$ cat src/rtl/prog_loader.sv
// ---------------------------------------------------------------------------
// prog_loader
//   Boot loader that streams a program image into instruction memory and then
//   releases the CPU core from reset.
//
//   Stream format: one header word (length L = in_data[10:0], legal 1..1024),
//   followed by L payload words written to IM addresses 0..L-1. When the
//   optional checksum feature is built in (define PROG_LOADER_CHECKSUM_EN),
//   one more word follows: the 16-bit wrap-around sum of the payload. A match
//   releases the CPU; a mismatch raises err.
//
//   Ports:
//     clk       in   system clock (rising edge)
//     rst       in   synchronous active-high reset
//     start     in   one-cycle pulse that begins a load (from IDLE or ERR)
//     in_valid  in   upstream word valid
//     in_data   in   upstream word [15:0]
//     in_ready  out  loader accepts in_data this cycle
//     im_we     out  instruction memory write strobe
//     im_addr   out  instruction memory write address [9:0]
//     im_data   out  instruction memory write data [15:0]
//     cpu_rst   out  1 holds the CPU core in reset
//     done      out  load finished, CPU released
//     err       out  load failed, CPU held
// ---------------------------------------------------------------------------
module prog_loader (
    input  logic        clk,
    input  logic        rst,
    input  logic        start,
    input  logic        in_valid,
    input  logic [15:0] in_data,
    output logic        in_ready,
    output logic        im_we,
    output logic [9:0]  im_addr,
    output logic [15:0] im_data,
    output logic        cpu_rst,
    output logic        done,
    output logic        err
);

`ifdef PROG_LOADER_CHECKSUM_EN
    typedef enum logic [2:0] {StIdle, StHdr, StLoad, StChk, StRun, StErr} state_e;
`else
    typedef enum logic [2:0] {StIdle, StHdr, StLoad, StRun, StErr} state_e;
`endif

    state_e      state_q, state_d;
    logic [10:0] len_q, len_d;
    logic [10:0] cnt_q, cnt_d;
    logic [9:0]  addr_q, addr_d;
    logic        in_ready_q, in_ready_d;
    logic        im_we_q, im_we_d;
    logic [9:0]  im_addr_q, im_addr_d;
    logic [15:0] im_data_q, im_data_d;
    logic        cpu_rst_q, cpu_rst_d;
    logic        done_q, done_d;
    logic        err_q, err_d;
`ifdef PROG_LOADER_CHECKSUM_EN
    logic [15:0] sum_q, sum_d;
`endif

    logic        accept;
    logic [10:0] hdr_len;
    logic        last_word;

    assign accept    = in_valid & in_ready_q;
    assign hdr_len   = in_data[10:0];
    assign last_word = (cnt_q + 11'd1) == len_q;

    always_comb begin
        state_d   = state_q;
        len_d     = len_q;
        cnt_d     = cnt_q;
        addr_d    = addr_q;
        im_we_d   = 1'b0;
        im_addr_d = im_addr_q;
        im_data_d = im_data_q;
`ifdef PROG_LOADER_CHECKSUM_EN
        sum_d     = sum_q;
`endif
        unique case (state_q)
            StIdle: begin
                if (start) state_d = StHdr;
            end
            StHdr: begin
                if (accept) begin
                    if (hdr_len == 11'd0 || hdr_len > 11'd1024) begin
                        state_d = StErr;
                    end else begin
                        len_d   = hdr_len;
                        cnt_d   = 11'd0;
                        addr_d  = 10'd0;
`ifdef PROG_LOADER_CHECKSUM_EN
                        sum_d   = 16'd0;
`endif
                        state_d = StLoad;
                    end
                end
            end
            StLoad: begin
                if (accept) begin
                    im_we_d   = 1'b1;
                    im_addr_d = addr_q;
                    im_data_d = in_data;
                    // Wraps to 0 only after address 1023, when LOAD is being left anyway.
                    addr_d    = addr_q + 10'd1;
                    cnt_d     = cnt_q + 11'd1;
`ifdef PROG_LOADER_CHECKSUM_EN
                    sum_d     = sum_q + in_data;
                    if (last_word) state_d = StChk;
`else
                    if (last_word) state_d = StRun;
`endif
                end
            end
`ifdef PROG_LOADER_CHECKSUM_EN
            StChk: begin
                if (accept) state_d = (in_data == sum_q) ? StRun : StErr;
            end
`endif
            StRun: begin
                state_d = StRun;
            end
            StErr: begin
                if (start) state_d = StHdr;
            end
            default: state_d = StIdle;
        endcase

        // Outputs are registered from the next state so they line up with state_q.
        in_ready_d = (state_d == StHdr) || (state_d == StLoad)
`ifdef PROG_LOADER_CHECKSUM_EN
                     || (state_d == StChk)
`endif
                     ;
        err_d      = (state_d == StErr);
        // Release lags entry into RUN by one cycle so the final im_we pulse has
        // already retired when the core comes out of reset.
        done_d     = (state_q == StRun);
        cpu_rst_d  = (state_q != StRun);
    end

    always_ff @(posedge clk) begin
        if (rst) begin
            state_q    <= StIdle;
            len_q      <= 11'd0;
            cnt_q      <= 11'd0;
            addr_q     <= 10'd0;
            in_ready_q <= 1'b0;
            im_we_q    <= 1'b0;
            im_addr_q  <= 10'd0;
            im_data_q  <= 16'd0;
            cpu_rst_q  <= 1'b1;
            done_q     <= 1'b0;
            err_q      <= 1'b0;
`ifdef PROG_LOADER_CHECKSUM_EN
            sum_q      <= 16'd0;
`endif
        end else begin
            state_q    <= state_d;
            len_q      <= len_d;
            cnt_q      <= cnt_d;
            addr_q     <= addr_d;
            in_ready_q <= in_ready_d;
            im_we_q    <= im_we_d;
            im_addr_q  <= im_addr_d;
            im_data_q  <= im_data_d;
            cpu_rst_q  <= cpu_rst_d;
            done_q     <= done_d;
            err_q      <= err_d;
`ifdef PROG_LOADER_CHECKSUM_EN
            sum_q      <= sum_d;
`endif
        end
    end

    assign in_ready = in_ready_q;
    assign im_we    = im_we_q;
    assign im_addr  = im_addr_q;
    assign im_data  = im_data_q;
    assign cpu_rst  = cpu_rst_q;
    assign done     = done_q;
    assign err      = err_q;

endmodule

$ cat config.mk
export PLATFORM = sky130hd
export DESIGN_NAME = prog_loader
export DESIGN_NICKNAME = d
export VERILOG_FILES = /design/src/rtl/prog_loader.sv
export SDC_FILE = /design/constraint.sdc
export NUM_CORES = 1
export LEC_CHECK = 0
export BUFFER_PORTS_ARGS = -buffer_cell sky130_fd_sc_hd__buf_4
export CORE_MARGIN = 4
export CORE_UTILIZATION = 25
export CTS_BUF_LIST = sky130_fd_sc_hd__clkbuf_8
export CTS_CLUSTER_SIZE = 14
export DETAILED_ROUTE_END_ITERATION = 7
export PLACE_DENSITY = 0.42
export SYNTH_ARGS = -nofsm -noshare
export SYNTH_HDL_FRONTEND = slang
export SYNTH_SLANG_ARGS = --single-unit
export TNS_END_PERCENT = 100
$ cat constraint.sdc
create_clock -name clk -period 3.1 [get_ports clk]
set_clock_uncertainty 0.05 [all_clocks]
set_input_delay 0.93 -clock clk [delete_from_list [all_inputs] [get_ports clk]]
set_output_delay 0.93 -clock clk [all_outputs]
set_load 0.03 [all_outputs]
==> results.py, run 1 <==
metrics = {
    "global_route": {
        "grt.total_usage": 0.119,
        "grt_pass1_vias": 2514,
        "grt_overflow": 0,
        "grt_max_degree": 45,
        "grt_pass1_wl_mm": 12.4,
        "grt_antenna_before_repair": 0,
    },
    "clocking": {
        "htreeDepth": 3,
        "clock_sink_count": 66,
        "hold_buffers": 0,
        "cts_made_buffers": 9,
        "cts-root-buf": "clkbuf_8",
        "insertion_delay_ns": 0.34,
        "cts_max_path_buffers": 2,
        "cts.repair.resized": 0,
        "cts_tree": "done",
        "postCtsSetupRepairBufs": 0,
        "clk_pin_slew_worst_paths_ns": 0.07,
    },
    "cells_and_area": {
        "syn_to_final_growth_pct": 28.2,
        "antenna-diode-count": 0,
        "fillers": 1167,
        "final_common_cell": "dfxtp_1",
        "layout-drive-gt1-share": 0.215,
        "final_util": 0.333,
        "nNetsFinal": 417,
        "final_cell_mix": "66 x dfxtp_1, 65 x nand2_1, 64 x buf_4",
        "fin_cells": 540,
    },
    "worst_setup_path": {
        "cp_slowest_stage_delay_ns": 0.54,
        "crit_family": "simple AND/OR/NAND/NOR gates",
        "r2r_setup_slack_ns": 0.43,
        "required_ns": 3.32,
        "worstPathMaxFanout": 21,
        "slowest_stage": "or4_1",
        "critical_path.cell_chain": "buf_4, or4_1, nor4_1, nor3b_2, buf_4, buf_4, or2_2, a21oi_1",
        "cp_num_buf_inv": 3,
        "cp-end-kind": "register",
        "critPathLaunchType": "primary input",
        "cp_common_cell": "buf_4",
        "cp.arrival_ns": 3.06,
        "path_class": "primary input to register",
    },
    "synthesis": {
        "synth_xor_area_frac": 0.0922,
        "yosys.area_share.simple": 0.225,
        "synthArstFlopShare": 0,
        "syn_avg_cell_area_um2": 8.35,
        "synth_warnings": 0,
        "synth_top_family_by_area": "simple AND/OR/NAND/NOR gates",
        "synth_seq_cells": 66,
        "synth_compound_area_frac": 0.131,
        "synthFlopType": "dfxtp_1",
        "synth_area_um2": 2850,
        "seq_area_frac_synth": 0.464,
        "synth_edf_count": 0,
        "syn_nets": 363,
        "muxShareOfSynthArea": 0.0422,
        "netlist_instances": 341,
        "synthAdderAreaFrac": 0.00878,
        "yosysUniqueCellTypes": 40,
    },
    "power_and_ir_drop": {
        "p_leak_uw": 0.00139,
        "power_density_nw_per_um2": 485,
        "ir_drop_mv": 0.192,
    },
    "min_path": {
        "hold_class": "register to register",
    },
    "detailed_routing": {
        "wirelength_mm": 7.76,
        "first_pass_iters": 4,
        "first_iter_violations": 82,
        "antenna_left": 0,
        "vias_per_cell": 4.61,
        "route.vias.total": 2491,
        "drc_errors": 0,
        "post_drt_wl_per_cell_um": 14.4,
    },
    "sta": {
        "hold_viol_final": 0,
        "rsz0062_at_grt": "no",
        "finalCriticalPeriod_ns": 2.84,
        "setup_viol": 0,
        "maxSlewHeadroom": 0.621,
        "fmax_mhz": 352,
        "slew_viol_final": 0,
        "period_share": 0.916,
        "tightest_slew_ns": 0.554,
        "tns_ns": 0,
        "hold_slack_ns": 0.409,
    },
    "status": {
        "outcome": "finished, final reports clean",
    },
    "place": {
        "hpwl_mm": 5.39,
        "port_buffers": 50,
        "place_congestion": 0.720,
        "numPlacedInstances": 524,
    },
    "floorplanning": {
        "core_um2": 11000,
        "initial_core_util": 0.259,
        "die_height_um": 115,
        "row_count": 38,
        "die-area_um2": 13200,
        "die_x_um": 115,
        "io_pins": 51,
    },
    "job": {
        "drv_cap": 0,
    },
}
-- stage by stage --
| stage | instance area, µm² | setup WS [ns] | total power [µW] |
|---|---|---|---|
| after global routing | 3650 | 0.0781 | 1830 |
| after CTS | 3650 | 0.253 | 1800 |
| after global placement | 3420 | -0.0701 | 958 |
| after detailed placement | 3420 | -0.0970 | 959 |
| after floorplan | 2850 | 0.255 | 915 |
| final | 3650 | 0.262 | 1770 |
-- area by class of cell --
cell class / instances / area [µm²] / share of cell area
Inverter: 5 / 18.8 / 0.00514
Clock buffer: 11 / 151 / 0.0415
Sequential cell: 66 / 1320 / 0.362
Clock inverter: 5 / 77.6 / 0.0212
Timing Repair Buffer: 64 / 480 / 0.132
Tap cell: 140 / 175 / 0.0480
Multi-Input combinational cell: 249 / 1430 / 0.391
-- cells in the mapped netlist, drive strengths merged, types with 2 or more instances --
| master | n | area (µm²) |
|---|---|---|
| a21oi | 34 | 170 |
| a31oi | 3 | 18.8 |
| and3 | 3 | 18.8 |
| and4 | 2 | 17.5 |
| buf | 5 | 27.5 |
| clkbuf | 16 | 60.1 |
| dfxtp | 66 | 1320 |
| ha | 2 | 25.0 |
| inv | 5 | 18.8 |
| mux2i | 12 | 120 |
| nand2 | 65 | 244 |
| nand3 | 6 | 30.0 |
| nand4 | 2 | 12.5 |
| nor2 | 40 | 150 |
| nor3 | 7 | 35.0 |
| nor3b | 2 | 20.0 |
| nor4 | 3 | 18.8 |
| o2111ai | 6 | 58.8 |
| o211ai | 2 | 15.0 |
| o21ai | 8 | 40.0 |
| o31a | 2 | 17.5 |
| or2 | 3 | 18.8 |
| or3 | 4 | 25.0 |
| or4 | 3 | 22.5 |
| xnor2 | 12 | 105 |
| xor2 | 18 | 158 |
-- power breakdown --
part	internal (µW)	leakage (µW)	total [µW]	switching, µW
Clock	494	0.000121	834	339
Combinational	34.5	0.000742	79.8	45.3
Sequential	853	0.000532	858	5.47
-- cells by family after synthesis --
| logic type | count (synthesis) |
|---|---|
| mux | 12 |
| simple gates | 144 |
| fa+ha+maj | 2 |
| buf+inv | 26 |
| compound gates | 61 |
| flops | 66 |
| xor+xnor | 30 |
-- worst register-to-register path, stage by stage (launching register included) --
cell       delay (ns)
dfxtp_1          0.54
nand3_1          0.19
or3_1            0.40
a2111o_1         0.43
a2111oi_0        0.55
buf_4            0.20
a21oi_1          0.08
mux2i_1          0.13
-- layer usage --
metal,up-vias,share of wire,track usage
met2,58,0.43,0.177
li1,1272,-,-
met5,-,0,0
met3,15,0.043,0.0379
met4,0,0.018,0.0376
met1,1146,0.51,0.164
-- flip-flops by register name, summed over array words and instances, names as in the netlist --
register and flops:
done 1, im_data 16, cpu_rst 1, state_q 3, im_we 1, in_ready 1, im_addr 10, cnt_q 11
addr_q 10, len_q 11, err 1
-- path summary, 6_finish.rpt --
check	start	end	cells after the start
worst min register to register	im_data[12]$_SDFFE_PP0P_	im_data[12]$_SDFFE_PP0P_	2
worst max-delay path	in_data[9]	addr_q[7]$_SDFFE_PP0P_	8
worst max register to register	cnt_q[3]$_SDFFE_PP0P_	in_ready$_SDFF_PP0_	7
worst min-delay path	im_data[12]$_SDFFE_PP0P_	im_data[12]$_SDFFE_PP0P_	2
Power figures use the tool's default switching activity.
==> run 2, diff against run 1 <==
- GPL_TIMING_DRIVEN: unset -> 0
==> results.py, run 2 (synthesis results as in run 1) <==
metrics = {
    "status": {
        "outcome": "finished, final reports clean",
    },
    "global_route": {
        "grt_pass1_vias": 2424,
        "grt_overflow": 0,
        "grt.total_usage": 0.124,
        "grt_pass1_wl_mm": 12.6,
        "grt_antenna_before_repair": 0,
        "grt_max_degree": 12,
    },
    "detailed_routing": {
        "route.vias.total": 2499,
        "drc_errors": 0,
        "first_pass_iters": 6,
        "vias_per_cell": 4.57,
        "wirelength_mm": 7.81,
        "antenna_left": 0,
        "first_iter_violations": 106,
        "post_drt_wl_per_cell_um": 14.3,
    },
    "cells_and_area": {
        "final_cell_mix": "66 x dfxtp_1, 65 x nand2_1, 50 x buf_4",
        "final_common_cell": "dfxtp_1",
        "fin_area_um2": 3640,
        "largest_reg_flops": 16,
        "syn_to_final_growth_pct": 27.7,
        "antenna-diode-count": 0,
        "fillers": 1179,
        "nNetsFinal": 424,
        "layout-drive-gt1-share": 0.189,
        "fin_cells": 547,
    },
    "clocking": {
        "htreeDepth": 3,
        "cts_made_buffers": 9,
        "cts-root-buf": "clkbuf_8",
        "cts_max_path_buffers": 2,
        "clk_pin_slew_worst_paths_ns": 0.07,
        "clock_sink_count": 66,
        "insertion_delay_ns": 0.34,
        "cts_tree": "done",
        "hold_buffers": 0,
    },
    "place": {
        "place_congestion": 0.777,
        "numPlacedInstances": 531,
        "port_buffers": 49,
        "place_area_um2": 3400,
        "hpwl_mm": 5.86,
        "place_worst_setup_slack_ns": -0.250,
    },
    "power_and_ir_drop": {
        "ir_drop_mv": 0.255,
        "p_leak_uw": 0.00137,
        "combPwrFrac": 0.043,
        "switching_share": 0.218,
        "clkPwrFrac": 0.478,
        "power.switching_uw": 390,
        "power_density_nw_per_um2": 493,
        "pwr-share-seq": 0.479,
        "p_int_uw": 1400,
    },
    "sta": {
        "hold_slack_ns": 0.406,
        "tightest_slew_ns": 0.592,
        "maxSlewHeadroom": 0.595,
        "setup_slack_ns": 0.156,
        "fmax_mhz": 340,
        "finalCriticalPeriod_ns": 2.94,
        "setup_viol": 0,
        "slew_viol_final": 0,
        "period_share": 0.950,
        "rsz0062_at_grt": "no",
        "hold_viol_final": 0,
    },
    "worst_setup_path": {
        "path_class": "primary input to register",
        "cp-end-kind": "register",
        "cp.arrival_ns": 3.11,
        "critPathLaunchType": "primary input",
        "required_ns": 3.26,
        "worst-r2r-cell-count": 8,
        "worstPathMaxFanout": 10,
    },
    "job": {
        "drv_cap": 0,
    },
    "floorplanning": {
        "die_x_um": 115,
        "die_height_um": 115,
        "row_count": 38,
        "initial_core_util": 0.259,
        "io_pins": 51,
        "core_um2": 11000,
        "die-area_um2": 13200,
    },
    "min_path": {
        "hold_depth": 2,
        "hold_class": "register to register",
    },
}
[run 2: what timing repair did]
| item | 4_1_cts | 5_1_grt |
|---|---|---|
| gates resized for setup | 0 | 1 |
| buffers inserted | 0 | 0 |
| endpoints found under the setup margin | 0 | 4 |
[run 2: stage by stage]
| stage | power, µW | utilization | TNS (ns) |
|---|---|---|---|
| 2_1_floorplan | 915 | - | 0 |
| 3_3_place_gp | 957 | 0.309 | -14.27 |
| 3_5_place_dp | 957 | 0.309 | -4.49 |
| 4_1_cts | 1830 | 0.331 | 0 |
| 5_1_grt | 1870 | 0.331 | 0 |
| 6_report | 1790 | 0.331 | 0 |
[run 2: per-layer routing]
metal  vias up  part of all wire  GRT usage
li1       1280                 -          -
met1      1161              0.48      0.164
met2        48              0.46      0.191
met3        10             0.052     0.0437
met4         0             0.010     0.0376
met5         -                 0          0
[run 2: final cells by class]
cell class / instances / area, µm² / share of cell area
plain buffers: 21 / 90.1 / 0.0248
clock buffers: 12 / 165 / 0.0454
clock inverters: 4 / 72.6 / 0.0200
inverters: 5 / 18.8 / 0.00516
multi-input cells: 249 / 1420 / 0.391
flip-flops and latches: 66 / 1320 / 0.363
well taps: 140 / 175 / 0.0482
repair buffers: 50 / 373 / 0.103
[run 2: final timing paths]
path	slack [ns]	endpoint	startpoint
worst max register to register	0.39	in_ready$_SDFF_PP0_	cnt_q[0]$_SDFFE_PP0P_
worst max-delay path	0.16	len_q[4]$_SDFFE_PP0P_	in_data[9]
worst min-delay path	0.41	im_data[5]$_SDFFE_PP0P_	im_data[5]$_SDFFE_PP0P_
worst min register to register	0.41	im_data[5]$_SDFFE_PP0P_	im_data[5]$_SDFFE_PP0P_
[run 2: critical path, cell delays in order]
cell and delay (ns):
buf_4 0.13, or4_1 0.54, o31a_1 0.33, nor3b_2 0.35, clkbuf_4 0.31, buf_4 0.24, mux2i_1 0.21, nor2_1 0.05
[run 2: power groups by stage]
stage                     clock (µW)  combinational [µW]  sequential [µW]
final                            856                77.9              858
after global routing             928                85.7              858
after CTS                        894                79.7              858
after detailed placement           0                79.4              878
after global placement             0                79.8              878
after floorplan                    0                33.9              881
==> run 3, diff against run 2 <==
- CTS_BUF_LIST: sky130_fd_sc_hd__clkbuf_8 -> sky130_fd_sc_hd__clkbuf_8 sky130_fd_sc_hd__clkbuf_16
- CTS_CLUSTER_SIZE: 14 -> unset
- MAX_ROUTING_LAYER: unset -> met4
==> results.py, run 3 (synthesis results as in run 1) <==
metrics = {
    "min_path": {
        "hold_class": "register to register",
    },
    "detailed_routing": {
        "drc_errors": 0,
        "antenna_left": 0,
        "vias_per_cell": 4.57,
        "route.vias.total": 2501,
        "post_drt_wl_per_cell_um": 14.2,
        "first_pass_iters": 4,
        "first_iter_violations": 97,
        "wirelength_mm": 7.77,
    },
    "worst_setup_path": {
        "critPathLaunchType": "primary input",
        "crit_start": "in_data[9]",
        "r2r_end": "in_ready$_SDFF_PP0_",
        "worstPathMaxFanout": 10,
        "cp_num_buf_inv": 3,
        "required_ns": 3.24,
        "path_depth": 8,
        "cp_slowest_stage_delay_ns": 0.54,
        "reg2reg_from": "cnt_q[0]$_SDFFE_PP0P_",
        "cp_common_cell": "buf_4",
        "path_class": "primary input to register",
        "cp.arrival_ns": 3.11,
        "cp-end-kind": "register",
        "r2r_setup_slack_ns": 0.40,
        "critical_path.cell_chain": "buf_4, or4_1, o31a_1, nor3b_2, clkbuf_4, buf_4, mux2i_1, nor2_1",
        "crit_family": "simple AND/OR/NAND/NOR gates",
        "slowest_stage": "or4_1",
        "worst-r2r-cell-count": 8,
        "crit_end": "len_q[5]$_SDFFE_PP0P_",
    },
    "sta": {
        "slew_viol_final": 0,
        "tightest_slew_ns": 0.611,
        "rsz0062_at_grt": "yes",
        "period_share": 0.957,
        "maxSlewHeadroom": 0.582,
        "setup_viol": 0,
        "fmax_mhz": 337,
        "setup_slack_ns": 0.132,
        "hold_viol_final": 0,
        "finalCriticalPeriod_ns": 2.97,
        "tns_ns": 0,
    },
    "power_and_ir_drop": {
        "ir_drop_mv": 0.302,
        "totalPowerFinal_uw": 2080,
        "power_density_nw_per_um2": 555,
        "p_leak_uw": 0.00141,
    },
    "global_route": {
        "grt.total_usage": 0.127,
        "grt_max_degree": 12,
        "grt_overflow": 0,
        "grt_pass1_wl_mm": 12.6,
        "grt_pass1_vias": 2437,
        "grt_antenna_before_repair": 0,
    },
    "clocking": {
        "cts_max_path_buffers": 2,
        "htreeDepth": 3,
        "insertion_delay_ns": 0.33,
        "cts_tree": "done",
        "cts_made_buffers": 9,
        "clock_sink_count": 66,
        "cts-root-buf": "clkbuf_16",
        "postCtsSetupRepairBufs": 0,
        "clk_pin_slew_worst_paths_ns": 0.05,
    },
    "place": {
        "place_congestion": 0.788,
        "place_worst_setup_slack_ns": -0.250,
        "port_buffers": 49,
        "hpwl_mm": 5.86,
    },
    "floorplanning": {
        "die-area_um2": 13200,
        "initial_core_util": 0.259,
        "row_count": 38,
        "core_um2": 11000,
        "die_x_um": 115,
        "io_pins": 51,
        "die_height_um": 115,
    },
    "cells_and_area": {
        "syn_to_final_growth_pct": 31.2,
        "final_common_cell": "dfxtp_1",
        "layout-drive-gt1-share": 0.189,
        "final_cell_mix": "66 x dfxtp_1, 65 x nand2_1, 50 x buf_4",
        "antenna-diode-count": 0,
        "nNetsFinal": 424,
        "largest_reg_flops": 16,
        "final_util": 0.340,
        "fillers": 1172,
    },
    "status": {
        "outcome": "finished, final reports clean",
    },
    "job": {
        "drv_cap": 0,
    },
}
[run 3: cell count changes in the layout (fill, tap and decap cells not counted)]
cell       delta
clkbuf_16     +9
clkbuf_8      -9
[run 3: worst min-delay path by stage]
stage	startpoint	depth (start not counted)	slack, ns	end
after floorplan	addr_q[9]$_SDFFE_PP0P_	2	0.39	im_addr[9]$_SDFFE_PP0P_
after global placement	im_data[5]$_SDFFE_PP0P_	2	0.39	im_data[5]$_SDFFE_PP0P_
after detailed placement	im_data[5]$_SDFFE_PP0P_	2	0.40	im_data[5]$_SDFFE_PP0P_
after CTS	im_data[5]$_SDFFE_PP0P_	2	0.41	im_data[5]$_SDFFE_PP0P_
after global routing	im_data[12]$_SDFFE_PP0P_	2	0.43	im_data[12]$_SDFFE_PP0P_
final	im_data[5]$_SDFFE_PP0P_	2	0.40	im_data[5]$_SDFFE_PP0P_
[run 3: repair_timing]
action                     CTS  global route
setup endpoints to repair    0            10
hold endpoints to repair     0             0
hold buffers                 0             0
resized for setup            0             1
[run 3: area by class of cell]
class,instances,area (µm²),share of cell area
Tap cell,140,175,0.0469
Buffer,21,90.1,0.0241
Clock inverter,4,72.6,0.0194
Timing Repair Buffer,50,373,0.0997
Sequential cell,66,1320,0.353
Inverter,5,18.8,0.00502
Clock buffer,12,267,0.0713
Multi-Input combinational cell,249,1420,0.380
[run 3: worst reg2reg max path: cells and delay by family (launching register included)]
| kind | cells | cell delay, ns |
|---|---|---|
| flip-flops | 1 | 0.43 |
| AND/OR/NAND/NOR | 1 | 0.06 |
| adder cells (fa/ha/maj) | 1 | 0.25 |
| buffers and inverters | 1 | 0.40 |
| XOR/XNOR | 1 | 0.18 |
| AO/OA/AOI/OAI | 3 | 1.05 |
| multiplexers | 1 | 0.15 |
[run 3: per-stage QoR]
step                hold WS (ns)  std cells  cell area (µm²)
floorplan                  0.387        341             2850
global placement           0.394        530             3390
detailed placement         0.398        531             3400
CTS                        0.406        547             3740
global route               0.427        547             3740
finish                     0.404        547             3740
[run 3: routing by layer]
metal	up-vias	track usage	wire length [µm]
met5	-	-	0
met4	0	0.0446	114
met3	11	0.0337	382
met2	44	0.191	3510
met1	1162	0.164	3760
li1	1284	-	-
[run 3: power breakdown]
group / switching [µW] / leakage (µW) / internal, µW
sequential: 5.11 / 0.000532 / 854
combinational: 46.7 / 0.000718 / 31.8
clock: 369 / 0.000165 / 768
total: 421 / 0.00141 / 1650
